<file path="src/rtl/alu_ctrl_exec.sv">
// ALU control decoder plus executor: registered single-cycle ops and an iterative
// multu/divu unit with HI/LO registers. Define ALU_DIV_EN to include the divider.
module alu_ctrl_exec #(
  parameter int unsigned WIDTH      = 32,
  parameter bit          SLT_SIGNED = 1'b1
) (
  input  logic             clk,
  input  logic             rst,
  input  logic [2:0]       alu_op,
  input  logic [5:0]       funct,
  input  logic [WIDTH-1:0] a_in,
  input  logic [WIDTH-1:0] b_in,
  input  logic             valid_in,
  output logic             ready,
  output logic [WIDTH-1:0] result,
  output logic             zero,
  output logic             valid_out,
  output logic             illegal,
  output logic [WIDTH-1:0] hi,
  output logic [WIDTH-1:0] lo
);

  localparam int unsigned CW = $clog2(WIDTH);
  localparam int unsigned PW = 2 * WIDTH;

`ifdef ALU_DIV_EN
  typedef enum logic [1:0] {IDLE, MUL, DIV} state_e;
`else
  typedef enum logic [1:0] {IDLE, MUL} state_e;
`endif

  typedef enum logic [3:0] {
    OP_ADD, OP_SUB, OP_AND, OP_OR, OP_SLT, OP_MFHI, OP_MFLO, OP_MULTU, OP_DIVU, OP_ILL
  } op_e;

  state_e           state, state_nxt;
  logic             ready_nxt, valid_nxt, illegal_nxt, zero_nxt;
  logic [WIDTH-1:0] result_nxt, hi_nxt, lo_nxt;
  logic [CW-1:0]    cnt, cnt_nxt;
  logic [PW-1:0]    p, p_nxt;
  logic [WIDTH-1:0] opd, opd_nxt;

  op_e              op;
  logic             lt;
  logic [WIDTH-1:0] sc_res;
  logic [WIDTH:0]   mul_sum;
  logic [PW-1:0]    mul_p;
`ifdef ALU_DIV_EN
  logic [WIDTH:0]   div_sh;
  logic [WIDTH+1:0] div_diff;
  logic [PW-1:0]    div_p;
`endif

  // Decode alu_op/funct into an operation
  always_comb begin
    op = OP_ILL;
    case (alu_op)
      3'b000: op = OP_ADD;
      3'b001: op = OP_SUB;
      3'b010: begin
        case (funct)
          6'b100000: op = OP_ADD;
          6'b100010: op = OP_SUB;
          6'b100100: op = OP_AND;
          6'b100101: op = OP_OR;
          6'b101010: op = OP_SLT;
          6'b010000: op = OP_MFHI;
          6'b010010: op = OP_MFLO;
          6'b011001: op = OP_MULTU;
`ifdef ALU_DIV_EN
          6'b011011: op = OP_DIVU;
`endif
          default:   op = OP_ILL;
        endcase
      end
      default: op = OP_ILL;
    endcase
  end

  // Single-cycle datapath; mfhi/mflo read the committed HI/LO
  always_comb begin
    if (SLT_SIGNED) lt = $signed(a_in) < $signed(b_in);
    else            lt = a_in < b_in;
    case (op)
      OP_ADD:  sc_res = a_in + b_in;
      OP_SUB:  sc_res = a_in - b_in;
      OP_AND:  sc_res = a_in & b_in;
      OP_OR:   sc_res = a_in | b_in;
      OP_SLT:  sc_res = WIDTH'(lt);
      OP_MFHI: sc_res = hi;
      OP_MFLO: sc_res = lo;
      default: sc_res = '0;
    endcase
  end

  // One shift-add step on {acc, multiplier}; p shifts right each cycle
  always_comb begin
    mul_sum = {1'b0, p[PW-1:WIDTH]} + (p[0] ? {1'b0, opd} : '0);
    mul_p   = {mul_sum, p[WIDTH-1:1]};
  end

`ifdef ALU_DIV_EN
  // One restoring-divide step on {remainder, dividend/quotient}
  always_comb begin
    div_sh   = p[PW-1:WIDTH-1];
    div_diff = {1'b0, div_sh} - {2'b0, opd};
    if (div_diff[WIDTH+1]) div_p = {div_sh[WIDTH-1:0], p[WIDTH-2:0], 1'b0};
    else                   div_p = {div_diff[WIDTH-1:0], p[WIDTH-2:0], 1'b1};
  end
`endif

  // Next-state and registered-output logic
  always_comb begin
    state_nxt   = state;
    ready_nxt   = ready;
    valid_nxt   = 1'b0;
    illegal_nxt = illegal;
    result_nxt  = result;
    zero_nxt    = zero;
    hi_nxt      = hi;
    lo_nxt      = lo;
    cnt_nxt     = cnt;
    p_nxt       = p;
    opd_nxt     = opd;
    case (state)
      IDLE: begin
        if (valid_in && ready) begin
          cnt_nxt = '0;
          if (op == OP_MULTU) begin
            state_nxt = MUL;
            ready_nxt = 1'b0;
            opd_nxt   = a_in;
            p_nxt     = {{WIDTH{1'b0}}, b_in};
`ifdef ALU_DIV_EN
          end else if (op == OP_DIVU) begin
            state_nxt = DIV;
            ready_nxt = 1'b0;
            opd_nxt   = b_in;
            p_nxt     = {{WIDTH{1'b0}}, a_in};
`endif
          end else begin
            result_nxt  = sc_res;
            zero_nxt    = (sc_res == '0);
            illegal_nxt = (op == OP_ILL);
            valid_nxt   = 1'b1;
          end
        end
      end
      MUL: begin
        p_nxt   = mul_p;
        cnt_nxt = cnt + CW'(1);
        if (cnt == CW'(WIDTH - 1)) begin
          hi_nxt      = mul_p[PW-1:WIDTH];
          lo_nxt      = mul_p[WIDTH-1:0];
          result_nxt  = mul_p[WIDTH-1:0];
          zero_nxt    = (mul_p[WIDTH-1:0] == '0);
          illegal_nxt = 1'b0;
          valid_nxt   = 1'b1;
          ready_nxt   = 1'b1;
          state_nxt   = IDLE;
        end
      end
`ifdef ALU_DIV_EN
      DIV: begin
        p_nxt   = div_p;
        cnt_nxt = cnt + CW'(1);
        if (cnt == CW'(WIDTH - 1)) begin
          hi_nxt      = div_p[PW-1:WIDTH];
          lo_nxt      = div_p[WIDTH-1:0];
          result_nxt  = div_p[WIDTH-1:0];
          zero_nxt    = (div_p[WIDTH-1:0] == '0);
          illegal_nxt = 1'b0;
          valid_nxt   = 1'b1;
          ready_nxt   = 1'b1;
          state_nxt   = IDLE;
        end
      end
`endif
      default: begin
        state_nxt = IDLE;
        ready_nxt = 1'b1;
      end
    endcase
  end

  always_ff @(posedge clk) begin
    if (rst) begin
      state     <= IDLE;
      ready     <= 1'b1;
      valid_out <= 1'b0;
      illegal   <= 1'b0;
      result    <= '0;
      zero      <= 1'b0;
      hi        <= '0;
      lo        <= '0;
      cnt       <= '0;
      p         <= '0;
      opd       <= '0;
    end else begin
      state     <= state_nxt;
      ready     <= ready_nxt;
      valid_out <= valid_nxt;
      illegal   <= illegal_nxt;
      result    <= result_nxt;
      zero      <= zero_nxt;
      hi        <= hi_nxt;
      lo        <= lo_nxt;
      cnt       <= cnt_nxt;
      p         <= p_nxt;
      opd       <= opd_nxt;
    end
  end

endmodule

</file>
<file path="config.mk">
export PLATFORM = sky130hd
export DESIGN_NAME = alu_ctrl_exec
export DESIGN_NICKNAME = d
export VERILOG_FILES = /design/src/rtl/alu_ctrl_exec.sv
export SDC_FILE = /design/constraint.sdc
export NUM_CORES = 1
export LEC_CHECK = 0
export CAP_MARGIN = 15
export CORE_MARGIN = 2
export CORE_UTILIZATION = 30
export DETAILED_ROUTE_END_ITERATION = 10
export SYNTH_ARGS = -nofsm -noshare
export SYNTH_HDL_FRONTEND = slang
export SYNTH_SLANG_ARGS = --single-unit
export TNS_END_PERCENT = 10
</file>
<file path="constraint.sdc">
create_clock -name clk -period 13.3 [get_ports clk]
set_input_delay 3.99 -clock clk [delete_from_list [all_inputs] [get_ports clk]]
set_output_delay 3.99 -clock clk [all_outputs]
set_load 0.005 [all_outputs]
</file>
[Yosys cells after proc, flatten, opt, wreduce, memory -nomap -nowiden]
Cells that the tools add are included.
Cells by class
  add/subtract/negate cells: 4
  $lt $le $gt $ge: 1
  eq/ne operators: 24
  mux-type cells: 33
  bitwise logic cells: 2
  reductions and logical operators: 13
Operators with widths (count)
  32-bit case mux with 7 select lines: 1
  32-bit two-way mux: 4
  64-bit two-way mux: 2
  64-bit case mux with 2 select lines: 1
  32-bit zero test: 2
  32-bit case mux with 2 select lines: 1
  32-bit by 32-bit adder with 33-bit output: 1
  32-bit adder: 1
  32-bit AND: 1
  32-bit < comparator: 1
  32-bit bitwise OR: 1
  4-bit case mux with 8 select lines: 1
  32-bit subtractor: 1
  6-bit equality test, second input constant: 5
  6-bit by 5-bit equality test with 1-bit output, second input constant: 3
  4-bit by 3-bit equality test with 1-bit output, second input constant: 4
  1-bit two-way mux: 12
  4-bit case mux with 3 select lines: 1
  5-bit case mux with 2 select lines: 1
  3-bit AND reduction: 3
  4-bit by 2-bit equality test with 1-bit output, second input constant: 2
  2-bit != test, second input constant: 4
  1-bit case mux with 2 select lines: 4
  2-bit two-way mux: 3
  other kinds (16): 17
Word-level totals
  register bits after elaboration: 203
  bits of input ports: 76
  output and inout bits: 100
  word-level logic and storage cells: 88

[Depth between registers and ports, before layout]
Gate-level depths: netlist of run 1.
  depth after elaboration: 9
  gate-level depth with buffers: 16
  mapped depth without buffers: 14

[Worst setup path after synthesis of run 1]
OpenSTA, ideal clock, no wires.
  kind: input to register
  start: input port a_in[0]
  end: register zero
  setup time: 84 ps
  data arrival time: 7027 ps
  required time: 13216 ps
  path slack: 6188 ps
  stages: 13
  buffers on the path: 0
  cells stage by stage: ha_1 > fa_1 > a211oi_1 > o21ai_0 > a31oi_1 > o21ai_0 > a221oi_1 > o31ai_1 > o2111a_1 > or2_2 > nor4_1 > nand4b_1 > o31ai_2
On the way
  word-level cells in the longest chain between the ends: 6
  elaborated cells between the ends (all ways): 10
  classes of those cells: add/sub: 2; order compare: 1; mux: 4; bitwise: 2; reduce/logical: 1
Ends and longest elaborated chain
  start, declared: line 11  | input logic [WIDTH-1:0] a_in,
  32-bit subtractor, or another cell as far along: line 86  | OP_SUB: sc_res = a_in - b_in;
  32-bit case mux with 7 select lines *: line 84  | case (op)
  32-bit zero test *: line 143  | zero_nxt = (sc_res == '0);
  1-bit two-way mux *: line 129  | if (op == OP_MULTU) begin
  1-bit two-way mux *: line 127  | if (valid_in && ready) begin
  1-bit case mux with 2 select lines *: line 125  | case (state)
  end signal, assigned: line 205  | zero <= zero_nxt;
  end, declared: line 16  | output logic zero,
Mark *: on every way between the ends. The rest lies on a longest branch, timed or not. The select of a mux whose other input is x is not followed.
A chain may end at the register's enable or synchronous reset.

[Final worst setup path of run 1]
  start: input port b_in[0]
  end: register zero
On the way
  word-level cells in the longest chain between the ends: 6
  elaborated cells between the ends (all ways): 10
  classes of those cells: add/sub: 2; order compare: 1; mux: 4; bitwise: 2; reduce/logical: 1
Ends and longest elaborated chain
  start, declared: line 12  | input logic [WIDTH-1:0] b_in,
  32-bit subtractor, or another cell as far along: line 86
  32-bit case mux with 7 select lines *: line 84
  32-bit zero test *: line 143
  1-bit two-way mux *: line 129
  1-bit two-way mux *: line 127
  1-bit case mux with 2 select lines *: line 125
Marked as above.

==> results of run 1 <==
## cells in the final DEF, fill, tap and decap left out, drive strengths merged, types with 12 or more instances in the layout
cell type,n
a211oi,57
a21o,30
a21oi,244
a221oi,20
a31oi,20
and2,38
buf,20
clkbuf,30
clkdlybuf4s50,174
dfxtp,202
ha,147
inv,117
mux2i,42
nand2,292
nand2b,28
nand3,35
nor2,179
nor2b,12
nor3,47
nor3b,33
nor4,20
o211ai,29
o21a,17
o21ai,88
o21bai,15
o31a,12
o31ai,18
xnor2,37
## worst reg2reg max path, delay by kind of cell (launching register included)
family / cells / cell delay [ns]
compound gates: 9 / 2.17
flops: 1 / 1.04
simple gates: 3 / 0.72
fa+ha+maj: 1 / 0.25
## logic make-up after synthesis
kind of cell    count (synthesis)  share of synthesized area (%)
buf+inv                       249                           6.43
xor+xnor                       46                           2.61
simple gates                  749                           23.0
flops                         202                           26.2
compound gates                634                           26.7
fa+ha+maj                     150                           12.3
mux                            44                           2.86
## final cells by class
type | instances | area [µm²]
Multi-Input combinational cell | 1623 | 10500
Clock buffer | 30 | 619
Clock inverter | 7 | 113
Timing Repair Buffer | 194 | 1900
Inverter | 117 | 439
Fill cell | 5419 | 32700
Sequential cell | 202 | 4050
Tap cell | 680 | 851
## where the power goes
group          internal [mW]  switching (mW)
Sequential             0.609         0.00437
Clock                  0.382           0.260
Combinational          0.112           0.195
## metrics by stage
step	area, µm²	std cells
after CTS	18400	2852
after floorplan	15500	2074
after detailed placement	17700	2815
after global routing	18400	2853
final	18400	2853
after global placement	17700	2815
## worst min path at each step
| stage | start | cells after the start | to |
|---|---|---|---|
| after floorplan | opd[0]$_SDFFE_PP0P_ | 2 | opd[0]$_SDFFE_PP0P_ |
| after global placement | opd[14]$_SDFFE_PP0P_ | 2 | opd[14]$_SDFFE_PP0P_ |
| after detailed placement | opd[1]$_SDFFE_PP0P_ | 2 | opd[1]$_SDFFE_PP0P_ |
| after CTS | opd[1]$_SDFFE_PP0P_ | 2 | opd[1]$_SDFFE_PP0P_ |
| after global routing | result[16]$_SDFFE_PP0P_ | 2 | result[16]$_SDFFE_PP0P_ |
| final | opd[30]$_SDFFE_PP0P_ | 2 | opd[30]$_SDFFE_PP0P_ |
## sequential cells by signal, indices dropped and copies added, names as in the netlist
name,cells
cnt,5
hi,32
illegal,1
lo,32
opd,32
p,64
ready,1
result,32
state,1
valid_out,1
zero,1
## layer usage
| metal | track usage [%] | vias to the layer above |
|---|---|---|
| met5 | 0 | - |
| met4 | 11.4 | 2 |
| met3 | 2.73 | 155 |
| met2 | 36.6 | 740 |
| met1 | 29.9 | 7718 |
| li1 | - | 7536 |
==> flow_metrics.env, run 1 <==
export IMPL_status="completed"
export IMPL_ys_seq_area_share_pct=26.2
export IMPL_die_area_um2=53400
export IMPL_critPathCapture="zero$_SDFFE_PP0P_"
export IMPL_syn_nets=2300
export IMPL_io_buffers=175
export IMPL_drcViolationCount=0
export IMPL_worst_slew_pin_transition_ns=1.10
export IMPL_async_flop_share_pct=0
export IMPL_yosysTopAreaCell="dfxtp_1"
export IMPL_place_ws_ns=4.85
export IMPL_clk_path_buf_depth=3
export IMPL_placementRows=83
export IMPL_cts_setup_buffers=0
export IMPL_hold_path_class="register to register"
export IMPL_start_util_pct=30.3
export IMPL_wl_met3_mm=4.08
export IMPL_die_y_um=231
export IMPL_via_count=16200
export IMPL_cap_violations=0
export IMPL_leakagePower_nw=7.10
export IMPL_dp_hpwl_mm=48.4
export IMPL_ys_top_cells_by_count="291 x nand2_1, 242 x a21oi_1, 202 x dfxtp_1, 178 x nor2_1, 147 x ha_1"
export IMPL_viasPerCell=5.66
export IMPL_grt_overflow=0
export IMPL_slew_viol_final=0
export IMPL_synth_area_top_cells="dfxtp_1 26%, ha_1 12%, a21oi_1 7.8%, nand2_1 7.1%, nor2_1 4.3%"
export IMPL_grt_antenna_before_repair=1
export IMPL_slew_headroom_pct=26.9
export IMPL_min_period_over_period_pct=60.6
export IMPL_grt_pass1_vias=15200
export IMPL_total_power_mw=1.56
export IMPL_ant_nets=0
export IMPL_netlist_area_leader_share_pct=26.2
export IMPL_wl_met2_mm=28.3
export IMPL_endpoint_kind="register"
export IMPL_yosysMostFrequentCell="nand2_1"
export IMPL_whs_ns=0.450
export IMPL_synth_edf_count=0
export IMPL_drive_gt1_share_pct=4.56
export IMPL_routed_wl_mm=63.1
export IMPL_synth_distinct_cells=88
export IMPL_post_route_util_pct=36.1
export IMPL_drt_met1_wl_mm=27.0
export IMPL_io_pins=176
export IMPL_layout_setup_ws_ns=5.23
export IMPL_synthFlopType="dfxtp_1"
export IMPL_max_freq_ghz=0.124
export IMPL_period_minus_slack_ns=8.07
export IMPL_highest_layer="met5"
export IMPL_globalRouteTotalUtil_pct=22.7
export IMPL_tns_ns=0
export IMPL_nNetsFinal=2385
export IMPL_coreArea_um2=51100
export IMPL_synthesis_area_um2=15500
export IMPL_syn_inst=2074
export IMPL_cts_tree="built"
export IMPL_tritoncts_num_buffers=21
export IMPL_crit_fanout=5
export IMPL_root_buffer="clkbuf_16"
export IMPL_place_congestion=0.972
export IMPL_cts_resized_gates=0
export IMPL_grt_max_degree=78
export IMPL_reg2reg_from="p[0]$_SDFFE_PP0P_"
export IMPL_critPathArrivalTime_ns=8.49
export IMPL_crit_chain="clkdlybuf4s50_1 -> ha_1 -> fa_1 -> a211oi_1 -> o21ai_0 -> a31oi_1 -> o21ai_0 -> a221oi_1 -> mux2i_1 -> xnor2_1 -> o21ai_0 -> nor4_1 -> nand4b_1 -> o31ai_2"
export IMPL_rsz0062_at_grt="no"
export IMPL_rr_endpoint="p[62]$_SDFFE_PP0P_"
export IMPL_initialDrtViolationCount=1572
export IMPL_setup_worst_path_start="b_in[0]"
export IMPL_area_delta_synth_final_pct=19.3
export IMPL_cp_num_cells=14
export IMPL_wire_per_inst_um=22.1
export IMPL_dr_pass1_iters=6
export IMPL_antenna_cells=0
export IMPL_r2r_slack_ns=9.04
export IMPL_yosys_warnings=0
export IMPL_clkTransAtPathRegs_ns=0.07
export IMPL_setup_viol=0
export IMPL_cts_max_level=1
export IMPL_die_x_um=231
export IMPL_postCtsHoldBufs=0
export IMPL_r2r_cells=13
export IMPL_crit_buf_inv=1
export IMPL_cp_data_required_time_ns=13.72
export IMPL_clk_latency_ns=0.52
export IMPL_critPathLaunchType="input port"
export IMPL_grt_pass1_wl_mm=93.3
export IMPL_path_class="input port to register"
export IMPL_clock_skew_ns=0.0200
export IMPL_cp_slowest_cell="a221oi_1"
export IMPL_hold_viol_final=0
export IMPL_syn_mean_instance_area_um2=7.45
export IMPL_critPathMostFrequentCell="o21ai_0"
export IMPL_max_stage_delay_ns=0.61
export IMPL_clkSinkCount=202
export IMPL_ys_ff_latch=202
export IMPL_crit_family="compound AO/OA/AOI/OAI gates"
export IMPL_ir_drop_mv=0.0679
export IMPL_pwr_density_cell_nw_per_um2=84.7
Note: power is estimated with default switching activity, not from simulation.
==> run 2, diff against run 1 <==
Clock period 13.3 ns to 6.7 ns, I/O delays scaled along.
==> flow_metrics.env, run 2 (same netlist as run 1, synthesis figures left out) <==
export IMPL_die_y_um=231
export IMPL_area_delta_synth_final_pct=20.0
export IMPL_start_util_pct=30.3
export IMPL_worst_slew_pin_transition_ns=1.05
export IMPL_ir_drop_mv=0.161
export IMPL_largest_register="p"
export IMPL_rsz0062_at_grt="no"
export IMPL_placedInstanceArea_um2=17900
export IMPL_r2r_cells=14
export IMPL_clk_latency_ns=0.51
export IMPL_critPathCapture="zero$_SDFFE_PP0P_"
export IMPL_final_cell_mix="290 x nand2_1, 242 x a21oi_1, 201 x dfxtp_1, 176 x nor2_1, 174 x clkdlybuf4s50_1"
export IMPL_whs_ns=0.452
export IMPL_grt_pass1_vias=15300
export IMPL_path_class="input port to register"
export IMPL_hold_path_class="register to register"
export IMPL_setup_worst_path_start="b_in[9]"
export IMPL_min_period_over_period_pct=88.0
export IMPL_max_freq_ghz=0.170
export IMPL_setup_viol=0
export IMPL_crit_fanout=10
export IMPL_grt_antenna_before_repair=1
export IMPL_grt_pass1_wl_mm=94.4
export IMPL_coreArea_um2=51100
export IMPL_initialDrtViolationCount=1503
export IMPL_routed_wl_mm=63.5
export IMPL_ant_nets=0
export IMPL_clkTransAtPathRegs_ns=0.07
export IMPL_cp_data_required_time_ns=7.13
export IMPL_largest_reg_flops=64
export IMPL_rr_endpoint="p[62]$_SDFFE_PP0P_"
export IMPL_pwr_density_cell_nw_per_um2=163
export IMPL_hold_viol_final=0
export IMPL_via_count=16100
export IMPL_die_area_um2=53400
export IMPL_drive_gt1_share_pct=5.47
export IMPL_root_buffer="clkbuf_16"
export IMPL_io_pins=176
export IMPL_fin_area_um2=18600
export IMPL_clkSinkCount=202
export IMPL_dp_hpwl_mm=49.7
export IMPL_period_minus_slack_ns=5.90
export IMPL_drcViolationCount=0
export IMPL_regArea_um2=4050
export IMPL_p_comb_share_pct=20.6
export IMPL_clk_path_buf_depth=3
export IMPL_cap_violations=0
export IMPL_clock_skew_ns=0.00983
export IMPL_cts_setup_buffers=0
export IMPL_slew_headroom_pct=29.8
export IMPL_place_congestion=0.974
export IMPL_critPathLaunchType="input port"
export IMPL_seqPwrFrac_pct=40.4
export IMPL_cts_max_level=1
export IMPL_globalRouteTotalUtil_pct=23.0
export IMPL_status="completed"
export IMPL_slew_viol_final=0
export IMPL_p_sw_share_pct=29.8
export IMPL_cts_tree="built"
export IMPL_p_int_mw=2.12
export IMPL_r2r_slack_ns=2.83
export IMPL_grt_max_degree=93
export IMPL_tns_ns=0
export IMPL_p_switching_mw=0.902
export IMPL_grt_overflow=0
export IMPL_cts_resized_gates=0
export IMPL_final_cells=2876
export IMPL_die_x_um=231
export IMPL_multi_input_area_um2=10500
export IMPL_placementRows=83
export IMPL_wire_per_inst_um=22.1
export IMPL_io_buffers=175
export IMPL_placedCellCount=2838
export IMPL_final_common_cell="nand2_1"
export IMPL_endpoint_kind="register"
export IMPL_postCtsHoldBufs=0
export IMPL_nFillCells=5387
export IMPL_pwr_share_clk_pct=39.1
export IMPL_tritoncts_num_buffers=20
export IMPL_leakagePower_nw=7.19
export IMPL_viasPerCell=5.60
export IMPL_reg2reg_from="p[0]$_SDFFE_PP0P_"
export IMPL_nNetsFinal=2407
export IMPL_critPathArrivalTime_ns=6.33
export IMPL_dr_pass1_iters=8
## run 2: cell types whose count changed in the layout (fill, tap and decap cells not counted), sizes merged
cell	previous run	this run
buf	20	43
bufinv	3	1
clkinv	3	4
diode	0	1
## run 2: how the worst min path moves through the flow
stage | start | endpoint | slack, ns | cells past startpoint
after CTS | opd[10]$_SDFFE_PP0P_ | opd[10]$_SDFFE_PP0P_ | 0.45 | 2
after global placement | opd[14]$_SDFFE_PP0P_ | opd[14]$_SDFFE_PP0P_ | 0.44 | 2
final | opd[23]$_SDFFE_PP0P_ | opd[23]$_SDFFE_PP0P_ | 0.45 | 2
after global routing | opd[7]$_SDFFE_PP0P_ | opd[7]$_SDFFE_PP0P_ | 0.47 | 2
after floorplan | opd[0]$_SDFFE_PP0P_ | opd[0]$_SDFFE_PP0P_ | 0.43 | 2
after detailed placement | opd[10]$_SDFFE_PP0P_ | opd[10]$_SDFFE_PP0P_ | 0.44 | 2
## run 2: worst max-delay path, cell delays in order
cell and delay [ns]:
clkdlybuf4s50_1 0.64, inv_1 0.12, ha_1 0.52, nand2_1 0.09, nor3_1 0.33, a31oi_1 0.18
buf_4 0.18, o21a_1 0.25, or4_1 0.48, o211ai_1 0.12, mux2i_1 0.34, nand2_1 0.17
nor4_2 0.46, nand4b_1 0.17, o31ai_2 0.25
## run 2: layout make-up
type / count / share of cell area (%)
Antenna cell: 1 / 0.0135
Clock buffer: 30 / 3.34
Clock inverter: 6 / 0.310
Inverter: 117 / 2.37
Multi-Input combinational cell: 1623 / 56.4
Sequential cell: 202 / 21.8
Tap cell: 680 / 4.58
Timing Repair Buffer: 217 / 11.2
## run 2: routing by layer
| layer | vias to the layer above | wire, µm | GRT usage (%) |
|---|---|---|---|
| li1 | 7601 | - | - |
| met1 | 7698 | 28000 | 30.3 |
| met2 | 680 | 28900 | 37.7 |
| met3 | 120 | 3680 | 2.83 |
| met4 | 0 | 3030 | 9.82 |
| met5 | - | 0 | 0 |
## run 2: power groups by stage
stage | logic (mW) | clock network [mW] | registers (mW)
6_report | 0.623 | 1.18 | 1.22
5_1_grt | 0.670 | 1.24 | 1.22
4_1_cts | 0.613 | 1.19 | 1.22
3_5_place_dp | 0.610 | 0 | 1.25
3_3_place_gp | 0.611 | 0 | 1.25
2_1_floorplan | 0.360 | 0 | 1.24
## run 2: metrics by stage
stage	util [%]	setup slack [ns]	power [mW]
3_3_place_gp	35.0	0.391	1.86
2_1_floorplan	-	1.57	1.60
4_1_cts	36.3	0.876	3.03
6_report	36.3	0.803	3.02
3_5_place_dp	35.0	0.342	1.86
5_1_grt	36.3	0.621	3.13
